**src/rtl/pwm_guard_pkg.sv**
```systemverilog
// Shared definitions for the PWM fault guard: state encoding, register map, safe levels.
package pwm_guard_pkg;

    typedef enum logic [1:0] {
        ST_DISARMED = 2'd0,
        ST_ARMED    = 2'd1,
        ST_TRIPPED  = 2'd2,
        ST_COOLDOWN = 2'd3
    } guard_state_e;

    localparam int CTRL_ARM      = 0;
    localparam int CTRL_CLEAR    = 1;
    localparam int CTRL_OCP_MASK = 2;

    localparam int STAT_ARMED    = 0;
    localparam int STAT_TRIPPED  = 1;
    localparam int STAT_COOLDOWN = 2;
    localparam int STAT_CAUSE_OCP  = 3;
    localparam int STAT_CAUSE_ST_A = 4;
    localparam int STAT_CAUSE_ST_B = 5;
    localparam int STAT_OCP_MASK   = 6;
    localparam int STAT_OCP_LEVEL  = 7;

    localparam logic ADDR_CTRL    = 1'b0;
    localparam logic ADDR_TRIPCNT = 1'b1;

    localparam logic SAFE_PMOS = 1'b1;
    localparam logic SAFE_NMOS = 1'b0;

endpackage

```
**src/rtl/pwm_guard_debounce.sv**
```systemverilog
// Optional 2-FF synchronizer feeding a consecutive-high sample counter.
// trip_o is asserted while the current sample completes a run of THRESH highs.
module pwm_guard_debounce #(
    parameter int THRESH  = 4,
    parameter bit SYNC_EN = 1'b1
) (
    input  logic clk_i,
    input  logic rst_i,
    input  logic din_i,
    input  logic hold_i,
    output logic level_o,
    output logic trip_o
);

    localparam logic [3:0] LIMIT = 4'(THRESH - 1);

    logic [3:0] cnt_q;

    generate
        if (SYNC_EN) begin : g_sync
            logic [1:0] sync_q;
            always_ff @(posedge clk_i) begin
                if (rst_i) sync_q <= '0;
                else       sync_q <= {sync_q[0], din_i};
            end
            assign level_o = sync_q[1];
        end else begin : g_bypass
            assign level_o = din_i;
        end
    endgenerate

    // cnt_q holds the number of earlier consecutive highs, saturating at LIMIT
    always_ff @(posedge clk_i) begin
        if (rst_i || hold_i || !level_o) cnt_q <= '0;
        else if (cnt_q != LIMIT)         cnt_q <= cnt_q + 4'd1;
    end

    assign trip_o = level_o & ~hold_i & (cnt_q == LIMIT);

endmodule

```
**src/rtl/pwm_fault_guard.sv**
```systemverilog
// Gate-drive protection between the PWM wrapper and the bridge pins.
// Define PWM_FAULT_GUARD_TRIPCNT_EN to add the saturating trip counter at addr 1.
//
// state    | meaning
// DISARMED | outputs safe, waiting for ARM
// ARMED    | gate inputs passed straight through
// TRIPPED  | outputs safe, causes latched, fault_o high
// COOLDOWN | outputs safe, counting down before returning to DISARMED
module pwm_fault_guard #(
    parameter int DEBOUNCE_CYC = 4,
    parameter int ST_CYC       = 2,
    parameter int COOLDOWN_CYC = 200
) (
    input  logic       clk_i,
    input  logic       rst_i,
    input  logic       cs_i,
    input  logic       write_en_i,
    input  logic       addr_lsb_i,
    input  logic [7:0] data_in_i,
    output logic [7:0] rd_data_o,
    input  logic       pmos1_i,
    input  logic       nmos2_i,
    input  logic       pmos2_i,
    input  logic       nmos1_i,
    input  logic       ocp_i,
    output logic       pmos1_o,
    output logic       nmos2_o,
    output logic       pmos2_o,
    output logic       nmos1_o,
    output logic       fault_o
);
    import pwm_guard_pkg::*;

    localparam logic [7:0] COOL_LOAD = 8'(COOLDOWN_CYC);

    guard_state_e state_q;
    logic         cause_ocp_q, cause_st_a_q, cause_st_b_q;
    logic         mask_q, fault_q;
    logic [7:0]   cool_cnt_q;
    logic [7:0]   status, tripcnt;
    logic         ctrl_wr, cnt_wr, trip_take;
    logic         ocp_level, ocp_trip, st_a_trip, st_b_trip, trip_any;
    logic         st_a_level_unused, st_b_level_unused;
    logic [4:0]   data_hi_unused;

    assign data_hi_unused = data_in_i[7:3];
    assign ctrl_wr   = cs_i & write_en_i & (addr_lsb_i == ADDR_CTRL);
    assign cnt_wr    = cs_i & write_en_i & (addr_lsb_i == ADDR_TRIPCNT);

    pwm_guard_debounce #(.THRESH(DEBOUNCE_CYC), .SYNC_EN(1'b1)) u_ocp (
        .clk_i(clk_i), .rst_i(rst_i), .din_i(ocp_i), .hold_i(mask_q),
        .level_o(ocp_level), .trip_o(ocp_trip));

    pwm_guard_debounce #(.THRESH(ST_CYC), .SYNC_EN(1'b0)) u_st_a (
        .clk_i(clk_i), .rst_i(rst_i), .din_i(~pmos1_i & nmos2_i), .hold_i(1'b0),
        .level_o(st_a_level_unused), .trip_o(st_a_trip));

    pwm_guard_debounce #(.THRESH(ST_CYC), .SYNC_EN(1'b0)) u_st_b (
        .clk_i(clk_i), .rst_i(rst_i), .din_i(~pmos2_i & nmos1_i), .hold_i(1'b0),
        .level_o(st_b_level_unused), .trip_o(st_b_trip));

    assign trip_any  = ocp_trip | st_a_trip | st_b_trip;
    assign trip_take = (state_q == ST_ARMED) & trip_any;

    always_ff @(posedge clk_i) begin
        if (rst_i) begin
            state_q      <= ST_DISARMED;
            cause_ocp_q  <= 1'b0;
            cause_st_a_q <= 1'b0;
            cause_st_b_q <= 1'b0;
            mask_q       <= 1'b0;
            fault_q      <= 1'b0;
            cool_cnt_q   <= '0;
        end else begin
            if (ctrl_wr) mask_q <= data_in_i[CTRL_OCP_MASK];
            case (state_q)
                ST_DISARMED: if (ctrl_wr && data_in_i[CTRL_ARM]) state_q <= ST_ARMED;
                ST_ARMED: begin
                    // a trip wins over a disarm write landing in the same cycle
                    if (trip_any) begin
                        state_q      <= ST_TRIPPED;
                        fault_q      <= 1'b1;
                        cause_ocp_q  <= ocp_trip;
                        cause_st_a_q <= st_a_trip;
                        cause_st_b_q <= st_b_trip;
                    end else if (ctrl_wr && !data_in_i[CTRL_ARM]) begin
                        state_q <= ST_DISARMED;
                    end
                end
                ST_TRIPPED: if (ctrl_wr && data_in_i[CTRL_CLEAR]) begin
                    state_q      <= ST_COOLDOWN;
                    fault_q      <= 1'b0;
                    cause_ocp_q  <= 1'b0;
                    cause_st_a_q <= 1'b0;
                    cause_st_b_q <= 1'b0;
                    cool_cnt_q   <= COOL_LOAD;
                end
                ST_COOLDOWN: begin
                    cool_cnt_q <= cool_cnt_q - 8'd1;
                    if (cool_cnt_q == 8'd1) state_q <= ST_DISARMED;
                end
                default: state_q <= ST_DISARMED;
            endcase
        end
    end

`ifdef PWM_FAULT_GUARD_TRIPCNT_EN
    logic [7:0] tripcnt_q;
    always_ff @(posedge clk_i) begin
        if (rst_i || cnt_wr)                     tripcnt_q <= '0;
        else if (trip_take && tripcnt_q != 8'hFF) tripcnt_q <= tripcnt_q + 8'd1;
    end
    assign tripcnt = tripcnt_q;
`else
    logic cnt_unused;
    assign cnt_unused = cnt_wr & trip_take;
    assign tripcnt    = 8'h00;
`endif

    always_comb begin
        status                  = '0;
        status[STAT_ARMED]      = (state_q == ST_ARMED);
        status[STAT_TRIPPED]    = (state_q == ST_TRIPPED);
        status[STAT_COOLDOWN]   = (state_q == ST_COOLDOWN);
        status[STAT_CAUSE_OCP]  = cause_ocp_q;
        status[STAT_CAUSE_ST_A] = cause_st_a_q;
        status[STAT_CAUSE_ST_B] = cause_st_b_q;
        status[STAT_OCP_MASK]   = mask_q;
        status[STAT_OCP_LEVEL]  = ocp_level;
        rd_data_o = (addr_lsb_i == ADDR_TRIPCNT) ? tripcnt : status;
    end

    always_comb begin
        pmos1_o = SAFE_PMOS;
        nmos2_o = SAFE_NMOS;
        pmos2_o = SAFE_PMOS;
        nmos1_o = SAFE_NMOS;
        if (state_q == ST_ARMED) begin
            pmos1_o = pmos1_i;
            nmos2_o = nmos2_i;
            pmos2_o = pmos2_i;
            nmos1_o = nmos1_i;
        end
    end

    assign fault_o = fault_q;

endmodule

```
**config.mk**
```make
export PLATFORM = sky130hd
export DESIGN_NAME = pwm_fault_guard
export DESIGN_NICKNAME = d
export VERILOG_FILES = /design/src/rtl/pwm_guard_pkg.sv /design/src/rtl/pwm_guard_debounce.sv /design/src/rtl/pwm_fault_guard.sv
export SDC_FILE = /design/constraint.sdc
export NUM_CORES = 1
export LEC_CHECK = 0
export ABC_AREA = 1
export CORE_MARGIN = 4
export CORE_UTILIZATION = 40
export CTS_CLUSTER_SIZE = 10
export DETAILED_ROUTE_END_ITERATION = 10
export SLEW_MARGIN = 30
export SYNTH_ARGS = -nofsm -noshare
export SYNTH_HDL_FRONTEND = slang
export SYNTH_SLANG_ARGS = --single-unit
```
**constraint.sdc**
```tcl
create_clock -name clk_i -period 1.6 [get_ports clk_i]
set_input_delay 0.32 -clock clk_i [delete_from_list [all_inputs] [get_ports clk_i]]
set_output_delay 0.32 -clock clk_i [all_outputs]
set_load 0.005 [all_outputs]
```
# After elaboration in Yosys (flattened, before gate mapping)
# Index checks and enable logic that the tools add are counted.
# Widths: inputs -> output; s select.
# classes
add_sub_neg	4
mul	0
div_mod_pow	0
n_lt_le_gt_ge	0
eq_ne	15
n_shift	0
muxes	22
bitwise_logic	14
n_reduce_logical	17
# ops
cell	count
$mux 8	2
$pmux 8 s2	1
$add 4x1->4 const B	3
$mux 2	5
$mux 1	9
$and 1x1->1	8
$eq 4x1->1 const B	2
$eq 8x1->1 const B	1
$ne 4x1->1 const B	2
$pmux 1 s2	4
$pmux 2 s4	1
$sub 8x1->8 const B	1
$ne 2x1->1 const B	3
$eq 2x2->1 const B	2
$eq 4x2->1 const B	1
$logic_not 1->1	4
$logic_or 1x1->1	4
$ne 4x2->1 const B	1
$not 1->1	4
$reduce_and 4->1	1
$reduce_bool 2->1	2
$logic_and 1x1->1	3
$ne 3x1->1 const B	1
$reduce_and 3->1	1
5 further kinds	6
# totals
reg_bits	29
latch_bits	0
mem_bits_rw	0
mem_bits_ro	0
input_bits	18
memories	0

# Depth between registers and ports, before layout
# depth
ltp_word	7
ltp_mapped	10
mapped_depth_nobuf	10

# Hierarchy
# From an unflattened synthesis, not the netlist that was laid out.
# unflattened
hier_cells	241
hier_area_um2	1621.6
# modules_own_cells
mod	instances	cells_each	area_per_inst_um2	seq_area_each_um2
pwm_fault_guard	1	145	902.1	300.3
pwm_guard_debounce at u_st_a ...	2	32	232.7	80.1
pwm_guard_debounce at u_ocp	1	32	254.0	120.1

# Worst setup path after synthesis
# OpenSTA, ideal clock, no wires.
# synth_timing
path_kind	reg2reg
startpoint	reg u_ocp.cnt_q[0]
endpoint	reg with a tool-made name
arrival_ns	1.210
required_ns	1.486
path_slack_ns	0.276
stages_incl_launch_ff	11
n_path_buf	0
cell_sequence	dfxtp_1 > ha_1 > nand2_1 > nor2_2 > nand2_1 > nand3_1 > nor2_1 > nor2_1 > nand2_1 > nand2_1 > nand2_1
# synth_lines
element	line_no	source
start, declared	pwm_guard_debounce.sv:17	logic [3:0] cnt_q;
start signal, assigned	pwm_guard_debounce.sv:35	else if (cnt_q != LIMIT) cnt_q <= cnt_q + 4'd1;

# Worst setup path after layout
# layout_timing
startpoint	reg state_q[0]
endpoint	out pmos1_o
# layout_via
elab_chain_cells	2
# layout_rtl
element	line_no	source
start, declared	pwm_fault_guard.sv:36	guard_state_e state_q;
start signal, assigned	pwm_fault_guard.sv:67	state_q <= ST_DISARMED;
start signal, assigned	pwm_fault_guard.sv:77	ST_DISARMED: if (ctrl_wr && data_in_i[CTRL_ARM]) state_q <= ST_ARMED;
start signal, assigned	pwm_fault_guard.sv:81	state_q <= ST_TRIPPED;
$eq 2x1->1	pwm_fault_guard.sv:138	if (state_q == ST_ARMED) begin
$mux 1	pwm_fault_guard.sv:138	
end, declared	pwm_fault_guard.sv:26	output logic pmos1_o,
# No other way between the ends.

==> flow_summary_export.csv <==
group,metric,value,unit
synthesis,synth_top_area_share,0.3671,
sta,finalSetupViolations,0,
clock_tree,clk_pin_slew_worst_paths,70,ps
routing,antenna_left,0,
synthesis,synth_seq_area_share,0.3671,
power_and_ir_drop,switchingPower,0.4375,mW
sta,clock_skew,8.331,ps
power_and_ir_drop,peakVddDrop,0.4680,mV
routing,via_per_inst,4.567,
placement,numPortBuffers,25,
placement,place_inst,313,
die,die_h,70.88,um
global_routing,track_usage,0.1467,
routing,drc,0,
sta,tightest_slew,251.2,ps
routing,routed_wl,3393,um
placement,hpwlAfterDp,2684,um
clock_tree,cts-hold-fix-buffers,0,
worst_setup_path,critPathMaxFanout,6,
global_routing,grt_pass1_wl,5899,um
routing,dr.pass1.iters,4,
die,core,0.003744,sq mm
synthesis,synth-seq-cells,29,
synthesis,synth_common_cells,"43 x nand2_1, 39 x nor2_1, 29 x dfxtp_1, 27 x inv_1, 17 x nand3_1",
worst_setup_path,crit_required,1280,ps
global_routing,met3_usage,0.03835,
layout,stdcell_count,323,
synthesis,synthDistinctLibCells,28,
power_and_ir_drop,internal_power,1.388,mW
sta,finalHoldViolations,0,
sta,timing.slew.headroom,0.8319,
worst_setup_path,cp.arrival,1200,ps
sta,fmax,657.6,MHz
global_routing,grt_max_degree,11,
power_and_ir_drop,power.total,1.826,mW
synthesis,synth_edf_count,0,
worst_setup_path,end_kind,"output pin",
synthesis,synth_area,0.001582,sq mm
synthesis,ys_async_sr_fraction,0,
synthesis,yosys.area.top_type,"dfxtp_1",
synthesis,synth_top_flop_cell,"dfxtp_1",
layout,antenna_cells,0,
global_routing,grt_pass1_vias,1366,
clock_tree,cts_buffer_depth,2,
sta,tns,0,ps
worst_setup_path,worstSetupPathType,"reg2out",
power_and_ir_drop,pwr-share-clk,0.435,
synthesis,synth_nets,250,
power_and_ir_drop,leakagePower,1.037,nW
global_routing,antenna_found_initial,0,
sta,slew_violations,0,
sta,fin_crit_sh,0.9505,
synthesis,yosysMostFrequentCell,"nand2_1",
sta,holdWs,417.2,ps
synthesis,yosys_warnings,0,
power_and_ir_drop,pwr-share-comb,0.148,
clock_tree,cts_inserted_buffers,5,
synthesis,netlist_instances,225,
layout,finalNetCount,299,
power_and_ir_drop,powerDensity,848.8,mW/mm^2
global_routing,busiest_layer,"met2",
clock_tree,clk_latency,280,ps
die,dieArea,0.005024,sq mm
placement,routabilityCongestion,0.7792,
clock_tree,cts_tree,"built",
run,drv_cap,0,
global_routing,grt_overflow,0,
sta,min_period,1521,ps
clock_tree,cts_root_buf,"clkbuf_8",
routing,num_vias,1475,
outcome,status,"finished clean",
global_routing,use_met2,0.2276,
sta,rsz0062_at_grt,"no",
power_and_ir_drop,switching_share,0.2397,
routing,wl_per_cell,10.50,um
layout,drive_above_1_share,0.2145,
global_routing,grt_util_met1,0.1921,
clock_tree,clock-sinks,29,
clock_tree,h-tree-depth,2,
worst_setup_path,cp-start-kind,"flip-flop",
die,initial_utilization,0.4225,
power_and_ir_drop,pwr-share-seq,0.417,
synthesis,postSynthAreaPerCell,7.029,sq um
worst_hold_path,min_path_type,"reg2reg",
die,die_x,70.88,um
die,rows,22,
layout,syn_to_final_growth,36.00,%
die,ioPinCount,31,
routing,first_iter_violations,75,
synthesis,synth.top_cells.by_area,"dfxtp_1 37%, nand2_1 10%, nor2_1 9.3%, inv_1 6.4%, ha_1 5.5%",
==> power groups by stage <==
stage | Combinational [mW] | Clock (mW) | Sequential [mW]
after CTS | 0.273 | 0.831 | 0.761
final | 0.271 | 0.793 | 0.761
after global routing | 0.309 | 0.856 | 0.764
after global placement | 0.274 | 0 | 0.776
after floorplan | 0.139 | 0 | 0.779
after detailed placement | 0.275 | 0 | 0.777
==> what timing repair did <==
| item | in CTS | in global routing |
|---|---|---|
| gates resized for setup | 15 | 13 |
| pin swaps | 1 | 4 |
| buffers inserted | 1 | 1 |
| endpoints found under the setup margin | 12 | 12 |
==> state kept, by name (all words and copies together), names as in the netlist, named ones only <==
register	count
cause_ocp_q	1
u_ocp.cnt_q	4
state_q	1
cause_st_a_q	1
u_ocp.g_sync.sync_q	2
fault_o	1
u_st_a.cnt_q	4
cool_cnt_q	8
cause_st_b_q	1
u_st_b.cnt_q	4
mask_q	1
==> per-stage QoR <==
stage	util	setup slack, ps	instance area, sq um
after floorplan	-	276.2	1582
after global placement	0.5364	-282.9	2008
after detailed placement	0.5364	-292.8	2008
after CTS	0.5689	-110.9	2130
after global routing	0.5745	0.3869	2151
final	0.5745	79.21	2151
==> cells by family after synthesis <==
| kind of cell | after synthesis | synth area share |
|---|---|---|
| AOI/OAI and AO/OA | 27 | 0.09020 |
| xor gates and xnor gates | 6 | 0.03323 |
| adders and majority gates | 7 | 0.05538 |
| buffers and inverters | 37 | 0.09256 |
| and+or+nand+nor | 119 | 0.3615 |
| DFF | 29 | 0.3671 |
==> critical path: stages, from the launching register on <==
cell and delay (ps):
dfxtp_2 330, inv_2 40, nor2_4 100, inv_4 60, or2_2 270, clkbuf_2 110
==> metal layers <==
| layer | part of all wire | vias to the layer above |
|---|---|---|
| li1 | - | 804 |
| met1 | 0.50 | 644 |
| met2 | 0.45 | 23 |
| met3 | 0.040 | 4 |
| met4 | 0.014 | 0 |
| met5 | 0 | - |
==> cell usage in the layout (no fill, tap or decap), drive strengths merged <==
| cell | synthesis | routed |
|---|---|---|
| a211oi | 1 | 1 |
| a21oi | 14 | 14 |
| a31o | 1 | 1 |
| buf | 1 | 19 |
| bufinv | 0 | 1 |
| clkbuf | 1 | 8 |
| clkdlybuf4s50 | 0 | 12 |
| clkinv | 2 | 2 |
| clkinvlp | 0 | 1 |
| dfxtp | 29 | 29 |
| dlygate4sd2 | 0 | 10 |
| dlymetal6s2s | 0 | 1 |
| ha | 7 | 7 |
| inv | 33 | 33 |
| nand2 | 43 | 43 |
| nand3 | 18 | 18 |
| nand4 | 5 | 5 |
| nor2 | 46 | 46 |
| nor3 | 2 | 2 |
| o21ai | 10 | 10 |
| o22ai | 1 | 1 |
| or2 | 5 | 5 |
| xnor2 | 3 | 3 |
| xor2 | 3 | 3 |
==> final cells by class <==
class	count	area, sq um
clock buffers	6	82.58
flip-flops and latches	29	584.3
clock inverters	2	37.54
multi-input cells	159	872.1
inverters	35	137.6
well taps	48	60.06
repair buffers	44	376.6
fillers	388	1593
==> worst paths after layout <==
path	start	depth (start not counted)	to	slack [ps]
hold reg to reg	u_ocp.g_sync.sync_q[0]	2	u_ocp.g_sync.sync_q[1]	420
hold / removal	u_ocp.g_sync.sync_q[0]	2	u_ocp.g_sync.sync_q[1]	420
setup / recovery	state_q[0]	5	pmos1_o	80
setup reg to reg	u_ocp.cnt_q[0]	10	flip-flop	150
No activity file was read; power rests on OpenSTA's default activity.
